==> config.mk <==
export PLATFORM = sky130hd
export DESIGN_NAME = pc_sequencer
export DESIGN_NICKNAME = d
export VERILOG_FILES = /design/src/rtl/mips_pkg.sv /design/src/rtl/next_pc_calc.sv /design/src/rtl/pc_sequencer.sv
export SDC_FILE = /design/constraint.sdc
export NUM_CORES = 1
export LEC_CHECK = 0
export BUFFER_PORTS_ARGS = -buffer_cell sky130_fd_sc_hd__buf_2
export CORE_MARGIN = 2
export CORE_UTILIZATION = 54
export CTS_CLUSTER_SIZE = 24
export DETAILED_ROUTE_END_ITERATION = 10
export HOLD_SLACK_MARGIN = 0.1
export PLACE_DENSITY = 0.76
export SYNTH_ARGS = -nofsm -noshare
export SYNTH_HDL_FRONTEND = slang
export SYNTH_SLANG_ARGS = --single-unit
==> constraint.sdc <==
create_clock -name clk -period 10.53 [get_ports clk]
set_clock_uncertainty 0.05 [all_clocks]
set_input_delay 1.5795 -clock clk [delete_from_list [all_inputs] [get_ports clk]]
set_output_delay 1.5795 -clock clk [all_outputs]
set_load 0.05 [all_outputs]
==> src/rtl/mips_pkg.sv <==
// Shared types for the PC sequencer: FSM state encoding, decoder path codes,
// and the immediate sign-extension helper used by branch target arithmetic.
// Pure declarations; no latency or backpressure of its own.
package mips_pkg;

  typedef enum logic [2:0] {
    ST_IDLE,
    ST_FETCH,
    ST_DECODE,
    ST_EXEC,
    ST_WB,
    ST_NEXT,
    ST_HALT
  } state_t;

  localparam logic [3:0] PATH_BRANCH = 4'd4;
  localparam logic [3:0] PATH_J      = 4'd5;
  localparam logic [3:0] PATH_JAL    = 4'd6;
  localparam logic [3:0] PATH_JR     = 4'd8;

  function automatic logic [31:0] sext16(input logic [15:0] v);
    return {{16{v[15]}}, v};
  endfunction

endpackage

==> src/rtl/next_pc_calc.sv <==
// Next-PC selection: jump/jal target, jr register target, taken branch, or pc+1.
// Latency: purely combinational, zero cycles.
// Backpressure: none; the caller decides when the result is consumed.
// Ports: i_pc current pc, i_ir_low latched IR[25:0], i_path/i_jump/i_branch_taken
//        latched decode fields, i_reg_addr jr target, o_next_pc selected next pc.
module next_pc_calc
  import mips_pkg::*;
(
  input  logic [31:0] i_pc,
  input  logic [25:0] i_ir_low,
  input  logic [3:0]  i_path,
  input  logic        i_jump,
  input  logic        i_branch_taken,
  input  logic [31:0] i_reg_addr,
  output logic [31:0] o_next_pc
);

  logic [31:0] w_seq_pc;

  // All sums are 32 bits wide, so overflow wraps modulo 2^32.
  assign w_seq_pc = i_pc + 32'd1;

  always_comb begin
    o_next_pc = w_seq_pc;
    if (i_jump && (i_path == PATH_J || i_path == PATH_JAL)) begin
      // Region-relative jump: keep the top 6 bits of the current pc.
      o_next_pc = {i_pc[31:26], i_ir_low};
    end else if (i_jump && i_path == PATH_JR) begin
      o_next_pc = i_reg_addr;
    end else if (i_path == PATH_BRANCH && i_branch_taken) begin
      o_next_pc = w_seq_pc + sext16(i_ir_low[15:0]);
    end
  end

endmodule

==> src/rtl/pc_sequencer.sv <==
// Multi-cycle instruction sequencer: FETCH/DECODE/EXEC/WB/NEXT loop with halt detection.
// Latency: 5 cycles per instruction without stalls; NEXT always takes one cycle.
// Backpressure: stall holds FETCH, DECODE, EXEC and WB; start only honoured in IDLE.
// Ports: clk/rst (sync, active-high), start, stall, instr, path_index, jump,
//        branch_taken, reg_addr in; pc, fetch_en/decode_en/exec_en/wb_en,
//        pc_update, busy, halted out.
module pc_sequencer
  import mips_pkg::*;
#(
  parameter logic [31:0] PC_RESET   = 32'h0000_0000,
  parameter logic [31:0] PC_LIMIT   = 32'd255,
  parameter logic [31:0] HALT_INSTR = 32'hFFFF_FFFF
) (
  input  logic        clk,
  input  logic        rst,
  input  logic        start,
  input  logic        stall,
  input  logic [31:0] instr,
  input  logic [3:0]  path_index,
  input  logic        jump,
  input  logic        branch_taken,
  input  logic [31:0] reg_addr,
  output logic [31:0] pc,
  output logic        fetch_en,
  output logic        decode_en,
  output logic        exec_en,
  output logic        wb_en,
  output logic        pc_update,
  output logic        busy,
  output logic        halted
);

  state_t      r_state;
  state_t      w_state_nxt;
  logic [31:0] r_pc;
  logic [31:0] r_ir;
  logic [3:0]  r_path;
  logic        r_jump;
  logic        r_taken;
  logic [31:0] r_reg_addr;
  logic [31:0] w_next_pc;
  logic        w_over_limit;

  next_pc_calc u_next_pc_calc (
    .i_pc           (r_pc),
    .i_ir_low       (r_ir[25:0]),
    .i_path         (r_path),
    .i_jump         (r_jump),
    .i_branch_taken (r_taken),
    .i_reg_addr     (r_reg_addr),
    .o_next_pc      (w_next_pc)
  );

  assign w_over_limit = (w_next_pc > PC_LIMIT);
  assign pc           = r_pc;

  // State register
  always_ff @(posedge clk) begin
    if (rst) r_state <= ST_IDLE;
    else     r_state <= w_state_nxt;
  end

  // Next-state logic
  always_comb begin
    w_state_nxt = r_state;
    case (r_state)
      ST_IDLE:   if (start) w_state_nxt = ST_FETCH;
      ST_FETCH:  if (!stall) w_state_nxt = ST_DECODE;
      // The halt word is recognised from the latched IR, so pc never advances.
      ST_DECODE: if (!stall) w_state_nxt = (r_ir == HALT_INSTR) ? ST_HALT : ST_EXEC;
      ST_EXEC:   if (!stall) w_state_nxt = ST_WB;
      ST_WB:     if (!stall) w_state_nxt = ST_NEXT;
      ST_NEXT:   w_state_nxt = w_over_limit ? ST_HALT : ST_FETCH;
      ST_HALT:   w_state_nxt = ST_HALT;
      default:   w_state_nxt = ST_IDLE;
    endcase
  end

  // Output decode
  always_comb begin
    fetch_en  = 1'b0;
    decode_en = 1'b0;
    exec_en   = 1'b0;
    wb_en     = 1'b0;
    pc_update = 1'b0;
    busy      = 1'b0;
    halted    = 1'b0;
    case (r_state)
      ST_FETCH:  begin fetch_en  = 1'b1; busy = 1'b1; end
      ST_DECODE: begin decode_en = 1'b1; busy = 1'b1; end
      ST_EXEC:   begin exec_en   = 1'b1; busy = 1'b1; end
      ST_WB:     begin wb_en     = 1'b1; busy = 1'b1; end
      ST_NEXT:   begin pc_update = 1'b1; busy = 1'b1; end
      ST_HALT:   halted = 1'b1;
      default:   ;
    endcase
  end

  // Datapath: IR captured on leaving FETCH, decode fields on leaving EXEC,
  // pc loaded in NEXT even when the new value is out of range.
  always_ff @(posedge clk) begin
    if (rst) begin
      r_pc       <= PC_RESET;
      r_ir       <= 32'd0;
      r_path     <= 4'd0;
      r_jump     <= 1'b0;
      r_taken    <= 1'b0;
      r_reg_addr <= 32'd0;
    end else begin
      if (r_state == ST_FETCH && !stall) r_ir <= instr;
      if (r_state == ST_EXEC && !stall) begin
        r_path     <= path_index;
        r_jump     <= jump;
        r_taken    <= branch_taken;
        r_reg_addr <= reg_addr;
      end
      if (r_state == ST_NEXT) r_pc <= w_next_pc;
    end
  end

endmodule

# After elaboration in Yosys (flattened, before gate mapping)
# Index checks and enable logic that the tools add are counted.
word_totals:
  ff_bits: 105
  input_bits: 74
  output_inout_bits: 39
  elab_cells: 54
classes:
  add_sub_neg: 2
  magnitude_cmp: 1
  n_eq_ne: 16
  muxes: 18
  n_reduce_logical: 10
ops:
  columns: ["cell", "count"]
  rows:
  - ["$mux 32", 3]
  - ["$add 32x1->32 const B", 1]
  - ["$add 32x32->32", 1]
  - ["$eq 32x32->1 const B", 1]
  - ["$gt 32x8->1 const B", 1]
  - ["$mux 3", 7]
  - ["$pmux 3 s7", 1]
  - ["$eq 4x3->1 const B", 3]
  - ["$ne 2x2->1 const B", 5]
  - ["$eq 3x3->1 const B", 3]
  - ["$mux 1", 7]
  - ["$eq 3x2->1 const B", 2]
  - ["$logic_and 1x1->1", 5]
  - ["$reduce_and 5->1", 1]
  - ["$reduce_or 5->1", 1]
  - ["$eq 4x4->1 const B", 1]
  - ["$eq 3x1->1 const B", 1]
  - ["$logic_not 3->1", 1]
  - ["$logic_not 1->1", 1]
  - ["$logic_or 1x1->1", 1]

# Depth between registers and ports, before layout
# Gate-level depths: netlist (run 1).
logic_depth:
  ltp_word: 8
  ltp_mapped: 20
  depth_no_buf: 18

# Modules after synthesis
# Synthesis (run 1) repeated with hierarchy kept, for this count alone.
unflattened:
  cells_unflattened: 1012
  hier_area_um2: 7166.9
modules_own_cells:
  columns: ["module", "instances", "cells_per_inst", "area_per_inst_um2", "seq_area_each_um2"]
  rows:
  - ["pc_sequencer", 1, 502, 3863.7, 2102.0]
  - ["next_pc_calc", 1, 510, 3303.2, 0.0]

# Worst setup path before layout (run 1)
# No wires, ideal clock.
synth_path:
  path_type: "reg2reg"
  startpoint: "register r_pc[0] (netlist: pc[0])"
  endpoint: "register r_state[2]"
  setup_time_ns: 0.115
  arrival_ns: 4.490
  t_required_ns: 10.365
  slack_ns: 5.876
  path_stages_with_launch: 21
  path_buffers: 2
  synth_period_minus_slack_ns: 4.654
  path_cell_list: "dfxtp_1 -> ha_1 -> and3_1 -> clkbuf_1 -> nand4_1 -> nor2_1 -> nand2_1 -> xnor2_1 -> ha_1 -> clkbuf_1 -> nand4_1 -> nor3_1 -> nand3_1 -> a211oi_1 -> a211oi_1 -> o311ai_0 -> xnor2_1 -> a21oi_1 -> nor4b_2 -> nand4bb_1 -> o21a_1"
synth_between:
  elab_chain_cells: 8
synth_lines:
  columns: ["element", "line", "text"]
  rows:
  - ["start, declared", "pc_sequencer.sv:35", "logic [31:0] r_pc;"]
  - ["start signal, assigned", "pc_sequencer.sv:117", "if (r_state == ST_NEXT) r_pc <= w_next_pc;"]
  - ["$add 32x1->32 *", "next_pc_calc.sv:21", "assign w_seq_pc = i_pc + 32'd1;"]
  - ["$add 32x32->32", "next_pc_calc.sv:31", "o_next_pc = w_seq_pc + sext16(i_ir_low[15:0]);"]
  - ["$mux 32 *", "next_pc_calc.sv:30", "end else if (i_path == PATH_BRANCH && i_branch_taken) begin"]
  - ["$mux 32 *", "next_pc_calc.sv:28", "end else if (i_jump && i_path == PATH_JR) begin"]
  - ["$mux 32 *", "next_pc_calc.sv:25", "if (i_jump && (i_path == PATH_J || i_path == PATH_JAL)) begin"]
  - ["$gt 32x8->1 *", "pc_sequencer.sv:54", "assign w_over_limit = (w_next_pc > PC_LIMIT);"]
  - ["$mux 3 *", "pc_sequencer.sv:73", "ST_NEXT: w_state_nxt = w_over_limit ? ST_HALT : ST_FETCH;"]
  - ["$pmux 3 s7 *", "pc_sequencer.sv:66", "case (r_state)"]
  - ["end signal, assigned", "pc_sequencer.sv:60", "else r_state <= w_state_nxt;"]
  - ["end, declared", "pc_sequencer.sv:33", "state_t r_state;"]
# Every way passes the cells marked *; elsewhere a longest branch is shown, timed or not.
# A chain may end at the register's enable or synchronous reset.

# Worst setup path after layout (run 1)
layout_path:
  startpoint: "register r_pc[12] (netlist: pc[12])"
  endpoint: "register r_state[2]"
# Same word-level chain as after synthesis.

==> key figures, run 1 <==
Run status
  – Status: complete, no violations

Clock tree
  – Worst-path clk slew: 80 ps
  – H-tree Lvls: 3
  – CTS buffer count: 9
  – Gates resized, CTS repair: 0
  – Clk buf depth: 2
  – Post-CTS Setup Bufs: 0
  – Clock root cell: clkbuf_16
  – CTS tree: yes
  – Hold-fix buffers, CTS: 0
  – Clk Latency, worst-skew pair: 370 ps
  – CTS Sinks: 105

Route
  – Routed wl met2: 10,200 um
  – Routed wl met3: 3310 um
  – Initial DRC count: 820
  – Final WL: 25,200 um
  – WL/cell: 19.6 um
  – DR vias: 8,147
  – DRT Pass-1 Iters: 8
  – Final ANT Viol Nets: 0
  – Highest metal used: met4
  – M1 WL: 11,100 um
  – Via density: 6.34
  – Residual DRC: 0

Timing
  – Final hold vios: 0
  – Final Cycle Share: 0.503
  – Final hold slack: 408 ps
  – Clock period minus worst slack: 5300 ps
  – TNS Setup: 0 ps
  – RSZ-0062 raised after global routing: no
  – Endpoints failing setup: 0
  – Slew @ Worst Pin: 1180 ps
  – Slew Viols, Final: 0
  – Slew margin rel.: 0.216
  – F_max: 0.189 GHz

Floorplanning
  – Num rows: 42
  – Die area: 14,700 um^2
  – Die height: 121 um
  – Die Wd: 121 um
  – Core box area: 13,300 um^2
  – Ports: 113
  – Initial cell density of the core: 0.555

Place
  – Gpl congestion: 1.05
  – PortBufs: 112
  – Detailed Place HPWL: 18,600 um

Logic synthesis
  – Asr flop ratio synth: 0
  – Post-synthesis simple-gate area fraction: 0.277
  – Post-Synthesis Cells: 1,041
  – Compound-Gate Fraction of Synth Area: 0.261
  – Syn Area/Cell: 7.12 um^2
  – EDFF count, synth: 0
  – Mux cell area share after synthesis: 0.0164
  – Post-synth cell types: 73
  – Adder-cell share of the synthesized area: 0.0618
  – Synth Register Bits: 105
  – Post-synth top flop: dfxtp_1
  – Net count after synthesis: 1,151
  – Main combinational cell family by area after synthesis: simple AND/OR/NAND/NOR gates
  – Post-synthesis sequential area ratio: 0.284
  – Mapped cell area: 7410 um^2
  – Yosys warns: 0
  – Post-Synth XOR/XNOR Area: 0.0532

Setup path
  – Critical path class: flip-flop to flip-flop
  – Crit. End Element: flip-flop
  – CP max FO: 9
  – Critical path data arrival time: 5500 ps
  – R2R setup slack: 5230 ps
  – WP data required: 10,740 ps
  – Reg2Reg Depth: 17
  – RR Endpoint: r_state[2]
  – Worst Setup Start Kind: flip-flop
  – R2r startpoint: pc[12]

Power
  – Power Density: 103 nW/um^2
  – Net Sw Power: 243 uW
  – Switching fraction of total power: 0.284
  – Pleak: 3.27 nW
  – Comb power frac: 0.106
  – Clk network pwr share: 0.402
  – Reg power frac: 0.491
  – Worst VDD drop: 92.9 uV
  – Int Pwr: 612 uW

Min path
  – Worst hold path stage count: 2
  – Hold Path Class: flip-flop to flip-flop
  – Hold Crit Endpoint: r_reg_addr[12]
  – Hold_sp: r_reg_addr[12]

Finish
  – Layout cells sized above 1: 0.144
  – FILL cells: 1,307
  – Most frequent cells in the layout: 226 x nand2_1, 135 x a21oi_1, 111 x buf_2
  – P&R area growth vs syn: 12.1%
  – Nets@finish: 1,214
  – Most common cell after layout, fill and taps aside: nand2_1
  – N_diodes: 0

Flow run
  – Max-cap violations: 0

GRT
  – Grt ovf: 0
  – Vias in the first global route: 7,417
  – Largest net degree at the start of global routing: 70
  – Global-route wire length before repair: 40,000 um
  – All-Layer GR Usage: 0.349
  – Initial antenna violation count: 0
## synth_stat cells, types with 17 or more instances
master    count  area share
nand3_1      24       0.016
o21ai_0      30       0.020
nand4_1      24       0.020
ha_1         35       0.059
xnor2_1      25       0.030
clkbuf_1     55       0.028
a211oi_1     28       0.028
xor2_1       20       0.024
nor2_1       78       0.040
nor3_1       28       0.019
dfxtp_1     105        0.28
a21oi_1     135       0.091
nand2_1     226        0.11
inv_1        17      0.0086
## final cells by class
cell class              count  area (um^2)  area share
clock buffers              10          239      0.0288
clock inverters             6         56.3     0.00678
inverters                  18         67.6     0.00813
multi-input cells         846         4970       0.598
flip-flops and latches    105         2100       0.253
well taps                 176          220      0.0265
repair buffers            124          653      0.0786
## worst max path at each step
stage | from | to | slack [ps] | cells past startpoint
floorplan | pc[0] | r_state[2] | 5880 | 20
global placement | pc[12] | r_state[2] | 5430 | 16
detailed placement | pc[12] | r_state[2] | 5430 | 16
CTS | pc[12] | r_state[2] | 5380 | 16
global route | pc[12] | r_state[2] | 4900 | 16
finish | pc[12] | r_state[2] | 5230 | 17
## power by group through the flow
| stage | sequential, mW | combinational (mW) | clock [mW] |
|---|---|---|---|
| global route | 0.421 | 0.101 | 0.362 |
| detailed placement | 0.428 | 0.0893 | 0 |
| global placement | 0.428 | 0.0884 | 0 |
| floorplan | 0.424 | 0.0604 | 0 |
| CTS | 0.419 | 0.0899 | 0.344 |
| finish | 0.420 | 0.0910 | 0.344 |
## through the flow
stage / total power [mW] / setup WS [ps] / instances / cell area (um^2) / util
after global routing: 0.884 / 4900 / 1285 / 8310 / 0.623
after floorplan: 0.484 / 5880 / 1041 / 7410 / -
after global placement: 0.517 / 5430 / 1269 / 8020 / 0.600
final: 0.855 / 5230 / 1285 / 8310 / 0.623
after CTS: 0.854 / 5380 / 1285 / 8310 / 0.623
after detailed placement: 0.518 / 5430 / 1269 / 8020 / 0.600
## routing by layer
| metal | vias up | GRT usage |
|---|---|---|
| li1 | 3870 | - |
| met1 | 3722 | 0.507 |
| met2 | 497 | 0.501 |
| met3 | 58 | 0.0898 |
| met4 | 0 | 0.111 |
| met5 | - | 0 |
## cells by family (layout without fill, tap and decap cells)
kind of cell,Yosys count,count (layout)
compound gates,307,307
xor+xnor,45,45
fa+ha+maj,36,36
buf+inv,90,158
flops,105,105
mux,12,12
simple gates,446,446
## worst max-delay path, cell delays in order, from the launching register on
cell	delay, ps
dfxtp_1	520
nand4_1	240
or4_1	740
nor3_1	290
nand2_1	100
xnor2_1	170
ha_1	470
inv_1	90
nor3_1	440
nand2_1	100
a211oi_1	260
a211oi_1	140
o311ai_0	480
xnor2_1	180
a21oi_1	130
nor4b_2	270
nand4bb_1	260
o21a_1	250
## state kept, by name (all words and copies together) (netlist names)
register / cells
r_state: 3
r_reg_addr: 32
r_ir: 32
r_taken: 1
r_path: 4
r_jump: 1
pc: 32
(Power assumes the default switching activity.)
==> run 2: changes to the inputs <==
==> constraint.sdc (replaced) <==
create_clock -name clk -period 5.3 [get_ports clk]
set_clock_uncertainty 0.05 [all_clocks]
set_input_delay 0.795 -clock clk [delete_from_list [all_inputs] [get_ports clk]]
set_output_delay 0.795 -clock clk [all_outputs]
set_load 0.05 [all_outputs]
==> key figures, run 2 (synthesis results as in run 1) <==
Clock tree
  – CTS tree: yes
  – CTS Sinks: 105 (unchanged)
  – Clock root cell: clkbuf_16
  – Post-CTS Setup Bufs: 0 (unchanged)
  – H-tree Lvls: 3 (unchanged)
  – Clk Latency, worst-skew pair: 370 ps (about the same)
  – Worst-path clk slew: 80 ps (about the same)
  – CTS buffer count: 9 (unchanged)
  – Clk buf depth: 2 (unchanged)

Floorplanning
  – Num rows: 42 (unchanged)
  – Die area: 14,700 um^2 (unchanged)
  – Die Wd: 121 um (unchanged)
  – Initial cell density of the core: 0.555 (unchanged)
  – Core box area: 13,300 um^2 (unchanged)
  – Die height: 121 um (unchanged)
  – Ports: 113 (unchanged)

Place
  – Placed Area: 8070 um^2 (+0.72%)
  – PortBufs: 112 (unchanged)
  – Post-Place Cells: 1,275 (+0.47%)
  – Dpl ws: 230 ps (-5200 ps)
  – Detailed Place HPWL: 18,900 um (+1.9%)
  – Gpl congestion: 1.06 (+0.48%)

Power
  – Pleak: 3.33 nW (+1.7%)
  – Power Density: 213 nW/um^2 (+110%)
  – Total power: 1.79 mW (+110%)
  – Switching fraction of total power: 0.275 (-0.00943)
  – Net Sw Power: 493 uW (+100%)
  – Clk network pwr share: 0.434 (+0.032)
  – Int Pwr: 1.30 mW (+110%)
  – Comb power frac: 0.101 (-0.005)
  – Reg power frac: 0.465 (-0.026)
  – Worst VDD drop: 193 uV (+110%)

Setup path
  – Crit. End Element: flip-flop
  – WP data required: 5480 ps (-5260 ps)
  – Worst Setup Start Kind: flip-flop
  – CP max FO: 9 (unchanged)
  – CP Depth: 17 (unchanged)
  – Crit path cell chain: nand4_1 -> or4_4 -> nor3_1 -> nand2_1 -> xnor2_1 -> ha_1 -> nand2_1 -> nor2_1 -> a211oi_1 -> mux2i_1 -> a32oi_1 -> o211ai_1 -> a21oi_1 -> nand3_1 -> nor4b_2 -> nand4bb_1 -> o2bb2ai_1
  – Reg2Reg Depth: 17 (unchanged)
  – Delay-heaviest family, CP: simple AND/OR/NAND/NOR gates
  – Max stage delay on crit path: 660 ps (-80 ps)
  – Crit path max-delay cell type: or4_4
  – Critical path data arrival time: 5210 ps (-290 ps)
  – CP Buf/Inv Count: 0 (-1)
  – Critical path class: flip-flop to flip-flop
  – Crit path top cell by count: nand2_1

Timing
  – Clock period minus worst slack: 5040 ps (-263 ps)
  – F_max: 0.199 GHz (+5.2%)
  – Final Cycle Share: 0.950 (+0.447)
  – RSZ-0062 raised after global routing: no
  – Final hold vios: 0 (unchanged)
  – Slew Viols, Final: 0 (unchanged)
  – Worst setup margin: 263 ps (-4970 ps)
  – TNS Setup: 0 ps (unchanged)
  – Slew @ Worst Pin: 1150 ps (-22.7 ps)
  – Slew margin rel.: 0.231 (+0.0151)
  – Endpoints failing setup: 0 (unchanged)
  – Final hold slack: 410 ps (+2.30 ps)

Route
  – Routed wl met3: 3040 um (-8.2%)
  – Highest metal used: met4
  – Via density: 6.25 (-1.4%)
  – Residual DRC: 0 (unchanged)
  – DRT Pass-1 Iters: 6 (-2)
  – M1 WL: 11,200 um (+1.6%)
  – Routed wl met2: 10,300 um (+1.1%)
  – DR vias: 8,068 (-0.97%)
  – Final ANT Viol Nets: 0 (unchanged)
  – Final WL: 25,400 um (+0.46%)
  – WL/cell: 19.6 um (about the same)
  – Initial DRC count: 901 (+9.9%)

GRT
  – Largest net degree at the start of global routing: 67 (-4.3%)
  – Vias in the first global route: 7,237 (-2.4%)
  – Global-route wire length before repair: 39,600 um (-0.93%)
  – Initial antenna violation count: 0 (unchanged)
  – Grt ovf: 0 (unchanged)
  – All-Layer GR Usage: 0.347 (-0.00186)

Flow run
  – Max-cap violations: 0 (unchanged)

Run status
  – Status: complete, no violations

Finish
  – Most common cell after layout, fill and taps aside: nand2_1
  – Post-layout util: 0.631 (+0.00881)
  – P&R area growth vs syn: 13.7%
  – Layout cells sized above 1: 0.151 (+0.00640)
  – Non-filler instance count after layout: 1,291 (+0.47%)
  – Most frequent cells in the layout: 226 x nand2_1, 135 x a21oi_1, 111 x buf_2
  – N_diodes: 0 (unchanged)
  – Design area: 8430 um^2 (+1.4%)
  – Nets@finish: 1,220 (+0.49%)

Min path
  – Hold Path Class: flip-flop to flip-flop
  – Worst hold path stage count: 2 (unchanged)
==> run 2: changes by cell type in the layout (fill, tap and decap cells not counted), sizes merged <==
cell,delta
buf,+6
inv,-1
bufinv,+2
clkbuf,-1
==> run 2: repair_timing <==
action,4_1_cts,5_1_grt
endpoints found under the setup margin,0,3
resized for setup,0,3
hold buffers,0,0
==> run 2: area by class of cell <==
cell class | count | area [um^2]
well taps | 176 | 220
fillers | 1284 | 4920
multi-input cells | 846 | 4980
clock buffers | 9 | 225
clock inverters | 7 | 121
flip-flops and latches | 105 | 2100
repair buffers | 130 | 711
inverters | 18 | 67.6
==> run 2: power groups by stage <==
| stage | Sequential (mW) | Combinational, mW | Clock (mW) |
|---|---|---|---|
| floorplan | 0.842 | 0.120 | 0 |
| global placement | 0.851 | 0.177 | 0 |
| detailed placement | 0.851 | 0.178 | 0 |
| CTS | 0.833 | 0.178 | 0.781 |
| global route | 0.837 | 0.199 | 0.812 |
| finish | 0.835 | 0.181 | 0.779 |
==> run 2: per-layer routing <==
| metal | GRT usage | vias up |
|---|---|---|
| met2 | 0.493 | 448 |
| met3 | 0.0968 | 58 |
| met1 | 0.498 | 3678 |
| li1 | - | 3884 |
| met4 | 0.124 | 0 |
| met5 | 0 | - |
==> run 2: final timing paths <==
path | slack, ps | end | start
setup / recovery | 260 | r_state[1] | pc[12]
hold / removal | 410 | r_reg_addr[12] | r_reg_addr[12]
setup reg to reg | 260 | r_state[1] | pc[12]
hold reg to reg | 410 | r_reg_addr[12] | r_reg_addr[12]
==> run 2: worst min-delay path: stages, from the launching register on <==
cell     delay, ps
dfxtp_1        310
nand2_1         50
a21oi_1         50
